===== src/rtl/multi_edge_pulser.sv =====
// multi_edge_pulser
//   Multi-channel edge-to-pulse converter for push-buttons and slow asynchronous
//   inputs. Each channel synchronises its raw input, debounces it, and emits a
//   one-cycle pulse when the debounced level changes in the direction chosen by
//   edge_sel.
//
// Parameters
//   N_CH            number of independent channels
//   SYNC_STAGES     flops per synchroniser chain (>= 2)
//   DEBOUNCE_CYCLES consecutive cycles the synced level must differ before it is accepted (>= 1)
//   REPEAT_DELAY    auto-repeat: cycles from the press pulse to the first repeat
//   REPEAT_PERIOD   auto-repeat: cycles between later repeats
//
// Build option
//   AUTO_REPEAT_EN  when defined, a held channel (level_out=1, edge_sel 00 or 10)
//                   produces extra repeat pulses. When undefined no repeat logic
//                   exists and REPEAT_* only feed the parameter sanity checks.
//
// Ports
//   clk        in   1     system clock, rising edge
//   rst        in   1     synchronous active-high reset
//   din        in   N_CH  raw asynchronous inputs
//   edge_sel   in   2     00 rising, 01 falling, 10 both, 11 disabled
//   level_out  out  N_CH  debounced level per channel
//   pulse_out  out  N_CH  registered one-cycle event pulse per channel
//   any_pulse  out  1     registered OR of pulse_out
module multi_edge_pulser #(
  parameter int unsigned N_CH            = 4,
  parameter int unsigned SYNC_STAGES     = 2,
  parameter int unsigned DEBOUNCE_CYCLES = 4,
  parameter int unsigned REPEAT_DELAY    = 8,
  parameter int unsigned REPEAT_PERIOD   = 4
) (
  input  logic            clk,
  input  logic            rst,
  input  logic [N_CH-1:0] din,
  input  logic [1:0]      edge_sel,
  output logic [N_CH-1:0] level_out,
  output logic [N_CH-1:0] pulse_out,
  output logic            any_pulse
);

  if (SYNC_STAGES < 2) begin : g_bad_sync
    $error("multi_edge_pulser: SYNC_STAGES must be >= 2");
  end
  if (DEBOUNCE_CYCLES < 1) begin : g_bad_debounce
    $error("multi_edge_pulser: DEBOUNCE_CYCLES must be >= 1");
  end
  if (REPEAT_DELAY < 1 || REPEAT_PERIOD < 1) begin : g_bad_repeat
    $error("multi_edge_pulser: REPEAT_DELAY and REPEAT_PERIOD must be >= 1");
  end

  typedef enum logic [1:0] {
    EDGE_RISE = 2'b00,
    EDGE_FALL = 2'b01,
    EDGE_BOTH = 2'b10,
    EDGE_OFF  = 2'b11
  } edge_mode_t;

  localparam int unsigned          CNT_W    = $clog2(DEBOUNCE_CYCLES + 1);
  localparam logic [CNT_W-1:0]     CNT_LAST = CNT_W'(DEBOUNCE_CYCLES - 1);

  edge_mode_t      mode;
  logic [N_CH-1:0] sync_q [SYNC_STAGES];
  logic [N_CH-1:0] s;
  logic [CNT_W-1:0] cnt_q [N_CH];
  logic [CNT_W-1:0] cnt_d [N_CH];
  logic [N_CH-1:0] accept;
  logic [N_CH-1:0] level_d;
  logic [N_CH-1:0] edge_pulse;
  logic [N_CH-1:0] rep_fire;
  logic [N_CH-1:0] pulse_d;

  always_comb mode = edge_mode_t'(edge_sel);
  always_comb s = sync_q[SYNC_STAGES-1];

  // Synchroniser: din feeds the first flop directly.
  always_ff @(posedge clk) begin
    if (rst) begin
      for (int unsigned k = 0; k < SYNC_STAGES; k++) sync_q[k] <= '0;
    end else begin
      sync_q[0] <= din;
      for (int unsigned k = 1; k < SYNC_STAGES; k++) sync_q[k] <= sync_q[k-1];
    end
  end

  // Debounce and edge qualification.
  always_comb begin
    accept     = '0;
    level_d    = level_out;
    edge_pulse = '0;
    for (int unsigned i = 0; i < N_CH; i++) begin
      cnt_d[i] = '0;
      if (s[i] != level_out[i]) begin
        if (cnt_q[i] == CNT_LAST) begin
          accept[i]  = 1'b1;
          level_d[i] = s[i];
        end else begin
          cnt_d[i] = cnt_q[i] + 1'b1;
        end
      end
      case (mode)
        EDGE_RISE: edge_pulse[i] = accept[i] & s[i];
        EDGE_FALL: edge_pulse[i] = accept[i] & ~s[i];
        EDGE_BOTH: edge_pulse[i] = accept[i];
        default:   edge_pulse[i] = 1'b0;
      endcase
    end
  end

  always_ff @(posedge clk) begin
    if (rst) begin
      for (int unsigned i = 0; i < N_CH; i++) cnt_q[i] <= '0;
    end else begin
      for (int unsigned i = 0; i < N_CH; i++) cnt_q[i] <= cnt_d[i];
    end
  end

`ifdef AUTO_REPEAT_EN
  localparam int unsigned      REP_MAX      = (REPEAT_DELAY > REPEAT_PERIOD) ? REPEAT_DELAY : REPEAT_PERIOD;
  localparam int unsigned      REP_W        = $clog2(REP_MAX + 1);
  localparam logic [REP_W-1:0] REP_DLY_LAST = REP_W'(REPEAT_DELAY - 1);
  localparam logic [REP_W-1:0] REP_PER_LAST = REP_W'(REPEAT_PERIOD - 1);

  logic [REP_W-1:0] rep_cnt_q [N_CH];
  logic [REP_W-1:0] rep_cnt_d [N_CH];
  logic [N_CH-1:0]  rep_first_q;
  logic [N_CH-1:0]  rep_first_d;
  logic             rep_mode_ok;

  // The counter restarts on any accepted edge, so it begins counting on the
  // cycle after the press pulse; rep_first selects the initial delay versus the
  // steady repeat period.
  always_comb begin
    rep_mode_ok = (mode == EDGE_RISE) || (mode == EDGE_BOTH);
    rep_fire    = '0;
    rep_first_d = rep_first_q;
    for (int unsigned i = 0; i < N_CH; i++) begin
      rep_cnt_d[i] = '0;
      if (!level_out[i] || !rep_mode_ok || accept[i]) begin
        rep_first_d[i] = 1'b1;
      end else if (rep_cnt_q[i] == (rep_first_q[i] ? REP_DLY_LAST : REP_PER_LAST)) begin
        rep_fire[i]    = 1'b1;
        rep_first_d[i] = 1'b0;
      end else begin
        rep_cnt_d[i] = rep_cnt_q[i] + 1'b1;
      end
    end
  end

  always_ff @(posedge clk) begin
    if (rst) begin
      rep_first_q <= '1;
      for (int unsigned i = 0; i < N_CH; i++) rep_cnt_q[i] <= '0;
    end else begin
      rep_first_q <= rep_first_d;
      for (int unsigned i = 0; i < N_CH; i++) rep_cnt_q[i] <= rep_cnt_d[i];
    end
  end
`else
  always_comb rep_fire = '0;
`endif

  always_comb pulse_d = edge_pulse | rep_fire;

  always_ff @(posedge clk) begin
    if (rst) begin
      level_out <= '0;
      pulse_out <= '0;
      any_pulse <= 1'b0;
    end else begin
      level_out <= level_d;
      pulse_out <= pulse_d;
      any_pulse <= |pulse_d;
    end
  end

endmodule

===== config.mk =====
export PLATFORM = sky130hd
export DESIGN_NAME = multi_edge_pulser
export DESIGN_NICKNAME = d
export VERILOG_FILES = /design/src/rtl/multi_edge_pulser.sv
export SDC_FILE = /design/constraint.sdc
export NUM_CORES = 1
export LEC_CHECK = 0
export CAP_MARGIN = 20
export CORE_UTILIZATION = 54
export CTS_BUF_LIST = sky130_fd_sc_hd__clkbuf_16
export DETAILED_ROUTE_END_ITERATION = 10
export PLACE_DENSITY = 0.81
export SYNTH_ARGS = -nofsm -noshare
export SYNTH_HDL_FRONTEND = slang
export SYNTH_SLANG_ARGS = --single-unit
export TNS_END_PERCENT = 1

===== constraint.sdc =====
create_clock -name clk -period 4.05 [get_ports clk]
set_input_delay 0.405 -clock clk [delete_from_list [all_inputs] [get_ports clk]]
set_output_delay 0.405 -clock clk [all_outputs]
set_load 0.005 [all_outputs]

==> run_results.csv, run 1 <==
group,metric,value,unit
die,pin_count,17,
timing,setup_violations,0,
min_path,hold_start,"cnt_q[1][0]",
setup_path,critPathBufInv,1,
global_route,grt.total_usage,20.3,%
timing,slew_headroom,54.6,%
synthesis,synth_cell_types,18,
power_and_ir_drop,power_frac_comb,3.3,%
cts,cts-resized-gates,0,
timing,fin_crit,1.64,ns
setup_path,crit_chain,"clkdlybuf4s50_1",
synthesis,yosys.area.top_type,"dfxtp_1",
setup_path,path_class,"flop to primary output",
final_layout,area_growth_syn_to_layout,29.4,%
cts,htreeDepth,2,
cts,numCtsBuffers,5,
synthesis,synth_common_cells,"dfxtp_1, nor2_1, nor2b_1, inv_1, ha_1",
place,portBuffers,16,
global_route,antenna_found_initial,0,
power_and_ir_drop,swShare,18.5,%
drt,vias_per_cell,4.93,
place,place_inst,142,
cts,cts_tree,"built",
final_layout,drive_above_1_share,7.26,%
die,die_h,46.5,µm
power_and_ir_drop,intPower,520,µW
drt,firstDrtPassIters,4,
synthesis,synth-edff-count,0,
cts,postCtsHoldBufs,0,
drt,num_vias,734,
synthesis,synthTopCellsByArea,"dfxtp_1, ha_1, nor2_1, nor2b_1, mux2i_1",
global_route,grt_overflow,0,
power_and_ir_drop,sequentialPowerShare,46.1,%
final_layout,antennaDiodeCount,0,
cts,clk_latency,0.26,ns
cts,clkTransAtPathRegs,0.04,ns
cts,cts_setup_buffers,0,
die,rows,15,
run,cap_violations,0,
cts,clockBufferDepth,2,
setup_path,worstSetupPathDepth,1,
cts,cts_root_buf,"clkbuf_16",
power_and_ir_drop,p_leak,0.000542,µW
place,gp_congestion,0.702,
place,hpwl,1220,µm
global_route,grt_max_degree,22,
final_layout,final_nets,140,
drt,drt-total-wl,1850,µm
status,status,"finished, final reports clean",
setup_path,critPathMaxStageDelay,0.54,ns
power_and_ir_drop,ir_drop,493,µV
synthesis,netlist.area_leader.share,54.2,%
timing,fmax,612,MHz
power_and_ir_drop,power_frac_clock,50.7,%
min_path,whs_endpoint,"cnt_q[1][0]",
timing,finalHoldViolCount,0,
drt,ant_nets,0,
synthesis,yosysMostFrequentCell,"dfxtp_1",
setup_path,critPathMaxFanout,5,
setup_path,crit_arrival,1.23,ns
synthesis,synth-seq-cells,29,
drt,drt_iter0_drc,16,
setup_path,start_kind,"flop",
synthesis,async_reset_ff_share,0,%
timing,maxSlewViolCount,0,
timing,clock-skew-final,0.00301,ns
synthesis,avgSynthCellArea,10.4,µm²
power_and_ir_drop,p_per_area,460,mW/mm²
drt,wl_per_cell,12.4,µm
setup_path,rr_startpoint,"cnt_q[3][0]",
cts,cts.sink_count,29,
die,die_w,46.5,µm
die,start_util,60.1,%
timing,fin_tns_setup,0,ns
synthesis,yosys_warnings,0,
final_layout,instances_no_fill,149,
setup_path,rr_endpoint,"any_pulse",
timing,rsz0062_at_grt,"no",
die,die-area,0.00217,mm²
synthesis,ys_seq_area_share,54.2,%
setup_path,worstPathRequired,3.64,ns
synthesis,synth_area,0.00107,mm²
synthesis,synth-main-ff-cell,"dfxtp_1",
min_path,min_delay_path_depth,1,
setup_path,end_kind,"primary output",
setup_path,slowest_stage,"clkdlybuf4s50_1",
drt,drcViolationCount,0,
setup_path,cp_top_family,"buffers and inverters",
timing,worst_slew_pin_slew,0.679,ns
global_route,grt_pass1_wl,2820,µm
synthesis,syn_inst,103,
min_path,hold_path.class,"flop to flop",
power_and_ir_drop,p_sw,118,µW
final_layout,final_util,77.8,%
global_route,grt_pass1_vias,674,
die,core,0.00178,mm²
setup_path,r2r_setup_slack,2.50,ns
setup_path,reg2regPathDepth,5,
timing,fin_crit_sh,40.4,%
synthesis,synth_nets,119,
[sequential cells by signal, summed over array words and instances (netlist names)]
signal and cells:
any_pulse 1, level_out 4, pulse_out 4, sync_q 8, cnt_q 12
[worst reg2reg max path: stages, from the launching register on]
cell and delay, ns:
dfxtp_1 0.32, ha_1 0.22, ha_1 0.24, nor4bb_1 0.16, a41oi_1 0.28, a41oi_2 0.18
[power groups by stage]
stage / combinational (µW) / clock [µW] / sequential (µW)
2_1_floorplan: 11.0 / 0 / 298
3_3_place_gp: 19.9 / 0 / 299
3_5_place_dp: 20.7 / 0 / 299
4_1_cts: 20.8 / 331 / 294
5_1_grt: 23.3 / 340 / 294
6_report: 20.8 / 323 / 294
[through the flow]
stage / area (µm²) / hold slack, ns / setup slack (ns) / total power, µW
after floorplan: 1070 / 0.399 / 2.72 / 309
after global placement: 1250 / 0.407 / 2.20 / 319
after detailed placement: 1250 / 0.412 / 2.16 / 320
after CTS: 1390 / 0.421 / 2.42 / 646
after global routing: 1390 / 0.431 / 2.31 / 658
final: 1390 / 0.419 / 2.41 / 638
[worst max-delay path by stage]
stage                     slack, ns         start           end
after global placement         2.20           rst   cnt_q[2][2]
after floorplan                2.72   cnt_q[0][0]     any_pulse
final                          2.41  level_out[2]  level_out[2]
after detailed placement       2.16           rst   cnt_q[2][1]
after global routing           2.31           rst   cnt_q[2][2]
after CTS                      2.42  level_out[2]  level_out[2]
[kinds of logic after synthesis]
family | share of synthesized area, %
XOR/XNOR | 3.15
AO/OA/AOI/OAI | 5.73
buffers and inverters | 4.32
adder cells (fa/ha/maj) | 9.35
AND/OR/NAND/NOR | 19.5
flip-flops | 54.2
multiplexers | 3.74
[placed cells by master, fill, tap and decap left out]
cell type,instances
clkinv_1,1
xor2_2,1
ha_1,8
a41oi_2,1
dfxtp_1,29
and2b_2,1
clkbuf_16,5
nor4bb_1,2
o21ai_0,2
nor2_1,22
nor2b_1,12
clkdlybuf4s50_1,16
a32oi_1,2
inv_1,11
or3_1,2
a41oi_1,2
mux2i_1,4
xnor2_1,2
and2b_4,1
[routing by layer]
metal	part of all wire, %	routed length [µm]	track usage (%)
met5	0	0	0
met4	1.5	27	15.3
met3	4.9	90	7.45
met2	54	1010	35.8
met1	39	727	18.6
[area by class of cell]
cell class	instances	area (µm²)
Inverter	10	37.5
Fill cell	117	397
Clock inverter	2	7.51
Tap cell	25	31.3
Clock buffer	5	125
Multi-Input combinational cell	62	444
Sequential cell	29	581
Timing Repair Buffer	16	160
Power figures use the tool's default switching activity.
==> run 2, diff against run 1 <==
--- a/config.mk
+++ b/config.mk
@@ -6,10 +6,10 @@
 export NUM_CORES = 1
 export LEC_CHECK = 0
 export CAP_MARGIN = 20
-export CORE_UTILIZATION = 54
+export CORE_UTILIZATION = 50
 export CTS_BUF_LIST = sky130_fd_sc_hd__clkbuf_16
 export DETAILED_ROUTE_END_ITERATION = 10
-export PLACE_DENSITY = 0.81
+export PLACE_DENSITY = 0.76
 export SYNTH_ARGS = -nofsm -noshare
 export SYNTH_HDL_FRONTEND = slang
 export SYNTH_SLANG_ARGS = --single-unit
==> constraint.sdc (replaced) <==
create_clock -name clk -period 1.6 [get_ports clk]
set_input_delay 0.16 -clock clk [delete_from_list [all_inputs] [get_ports clk]]
set_output_delay 0.16 -clock clk [all_outputs]
set_load 0.005 [all_outputs]
==> run 2 against run 1 <==
Net effect: sequential share of layout area decreased by 0.52 points; design area increased by 1.3%; total power increased to 2.5 times the previous value; register-to-register slack got worse by 2.4 ns; clock power increased to 2.5 times the previous value; routed wire length decreased by 17%; worst hold slack got worse by 0.0031 ns; die area increased by 7.6%; worst setup slack got worse by 2.3 ns; count of clock-buffer cells in the layout unchanged; non-clock buffer count increased by 2.
==> run_results.csv, run 2 (synthesis gave the netlist of run 1 again) <==
group,metric,value,unit
final_layout,largest_reg_flops,12,
setup_path,rr_endpoint,"any_pulse",
place,hpwl,1120,µm
setup_path,path_class,"flop to flop",
global_route,grt.total_usage,16.5,%
setup_path,worstPathRequired,1.73,ns
cts,cts_tree,"built",
cts,cts_root_buf,"clkbuf_16",
setup_path,timing.critical_path.mode_cell,"ha_1",
timing,fmax,682,MHz
setup_path,rr_startpoint,"cnt_q[0][0]",
timing,maxSlewViolCount,0,
final_layout,largest-register,"cnt_q",
drt,drcViolationCount,0,
final_layout,final_cell_mix,"dfxtp_1, nor2_1, clkdlybuf4s50_1",
timing,setup_violations,0,
setup_path,reg2regPathDepth,5,
status,status,"finished, final reports clean",
min_path,hold_start,"cnt_q[1][0]",
cts,cts.sink_count,29,
setup_path,slowest_stage,"dfxtp_1",
setup_path,critPathMaxStageDelay,0.31,ns
cts,clockBufferDepth,2,
drt,ant_nets,0,
cts,postCtsHoldBufs,0,
min_path,min_delay_path_depth,1,
die,pin_count,17,
timing,fin_crit,1.47,ns
timing,fin_tns_setup,0,ns
die,die_w,48.3,µm
die,core,0.00198,mm²
setup_path,end_kind,"flop",
setup_path,critPathMaxFanout,4,
global_route,grt_pass1_wl,2440,µm
final_layout,area_growth_syn_to_layout,31.1,%
global_route,grt_overflow,0,
die,die_h,48.3,µm
final_layout,final_common_cell,"dfxtp_1",
cts,clk_latency,0.27,ns
drt,wl_per_cell,10.0,µm
global_route,grt_max_degree,12,
run,cap_violations,0,
setup_path,crit_arrival,1.60,ns
cts,clkTransAtPathRegs,0.05,ns
final_layout,drive_above_1_share,8.73,%
die,rows,16,
drt,drt_iter0_drc,9,
power_and_ir_drop,ir_drop,917,µV
drt,firstDrtPassIters,4,
final_layout,final_nets,142,
cts,numCtsBuffers,5,
timing,finalHoldViolCount,0,
power_and_ir_drop,p_total,1620,µW
setup_path,critPathBufInv,0,
timing,worst_slew_pin_slew,0.373,ns
drt,vias_per_cell,4.77,
place,gp_congestion,0.887,
power_and_ir_drop,p_per_area,1150,mW/mm²
global_route,grt_pass1_vias,619,
min_path,hold_path.class,"flop to flop",
die,start_util,54.0,%
place,portBuffers,16,
timing,slew_headroom,74.8,%
drt,num_vias,730,
final_layout,nFillCells,150,
global_route,antenna_found_initial,0,
cts,htreeDepth,2,
min_path,whs_endpoint,"cnt_q[1][0]",
setup_path,start_kind,"flop",
cts,cts_setup_buffers,0,
cts,cts-resized-gates,0,
final_layout,largestRegisters,"cnt_q: 12 flops, sync_q: 8 flops",
drt,drt-total-wl,1530,µm
power_and_ir_drop,p_leak,0.000552,µW
timing,fin_crit_sh,91.6,%
setup_path,crit_chain,"ha_1 > ha_1 > and2b_2 > a32oi_1 > a41oi_2",
final_layout,antennaDiodeCount,0,
timing,rsz0062_at_grt,"no",
setup_path,r2r_setup_slack,0.13,ns
die,die-area,0.00233,mm²
timing,clock-skew-final,0.00358,ns
setup_path,cp_top_family,"adder cells",
-- run 2: cell types whose count changed in the layout (fill, tap and decap cells not counted) --
cell / change
buf_4: +2
-- run 2: power breakdown --
group          total [µW]  internal, µW  switching, µW
registers             744           738           6.01
clock network         821           550            271
logic                54.7          31.4           23.4
total                1620          1320            300
-- run 2: metrics by stage --
| stage | area [µm²] | hold slack, ns | worst slack, ns | util, % | instances |
|---|---|---|---|---|---|
| global placement | 1270 | 0.406 | 0.134 | 64.1 | 146 |
| floorplan | 1070 | 0.288 | 0.266 | - | 103 |
| finish | 1400 | 0.416 | 0.134 | 70.8 | 153 |
| global route | 1400 | 0.439 | 0.0309 | 70.8 | 153 |
| detailed placement | 1270 | 0.414 | 0.0548 | 64.1 | 146 |
| CTS | 1400 | 0.420 | 0.149 | 70.8 | 153 |
-- run 2: worst max path at each step --
stage | end | start | cells after the start
after floorplan | any_pulse | cnt_q[0][0] | 5
after global placement | any_pulse | edge_sel[0] | 4
after detailed placement | any_pulse | edge_sel[0] | 4
after CTS | any_pulse | cnt_q[0][0] | 5
after global routing | any_pulse | cnt_q[2][0] | 5
final | any_pulse | cnt_q[0][0] | 5
-- run 2: worst reg2reg max path, delay by kind of cell, from the launching register on --
| kind | cells | cell delay [ns] |
|---|---|---|
| compound gates | 2 | 0.39 |
| flops | 1 | 0.31 |
| fa+ha+maj | 2 | 0.42 |
| simple gates | 1 | 0.21 |
-- run 2: layout make-up --
cell class                      count  area, µm²  share of cell area (%)
Sequential cell                    29        581                    41.4
Clock inverter                      2       7.51                   0.535
Inverter                           10       37.5                    2.67
Timing Repair Buffer               18        175                    12.5
Clock buffer                        5        125                    8.91
Multi-Input combinational cell     62        444                    31.6
Tap cell                           27       33.8                    2.41
-- run 2: metal layers --
layer  GRT usage [%]  wire, µm  up-vias
li1                -         -      379
met1            17.4       674      318
met2            24.3       699       26
met3            7.78       102        7
met4            15.0        55        0
met5               0         0        -
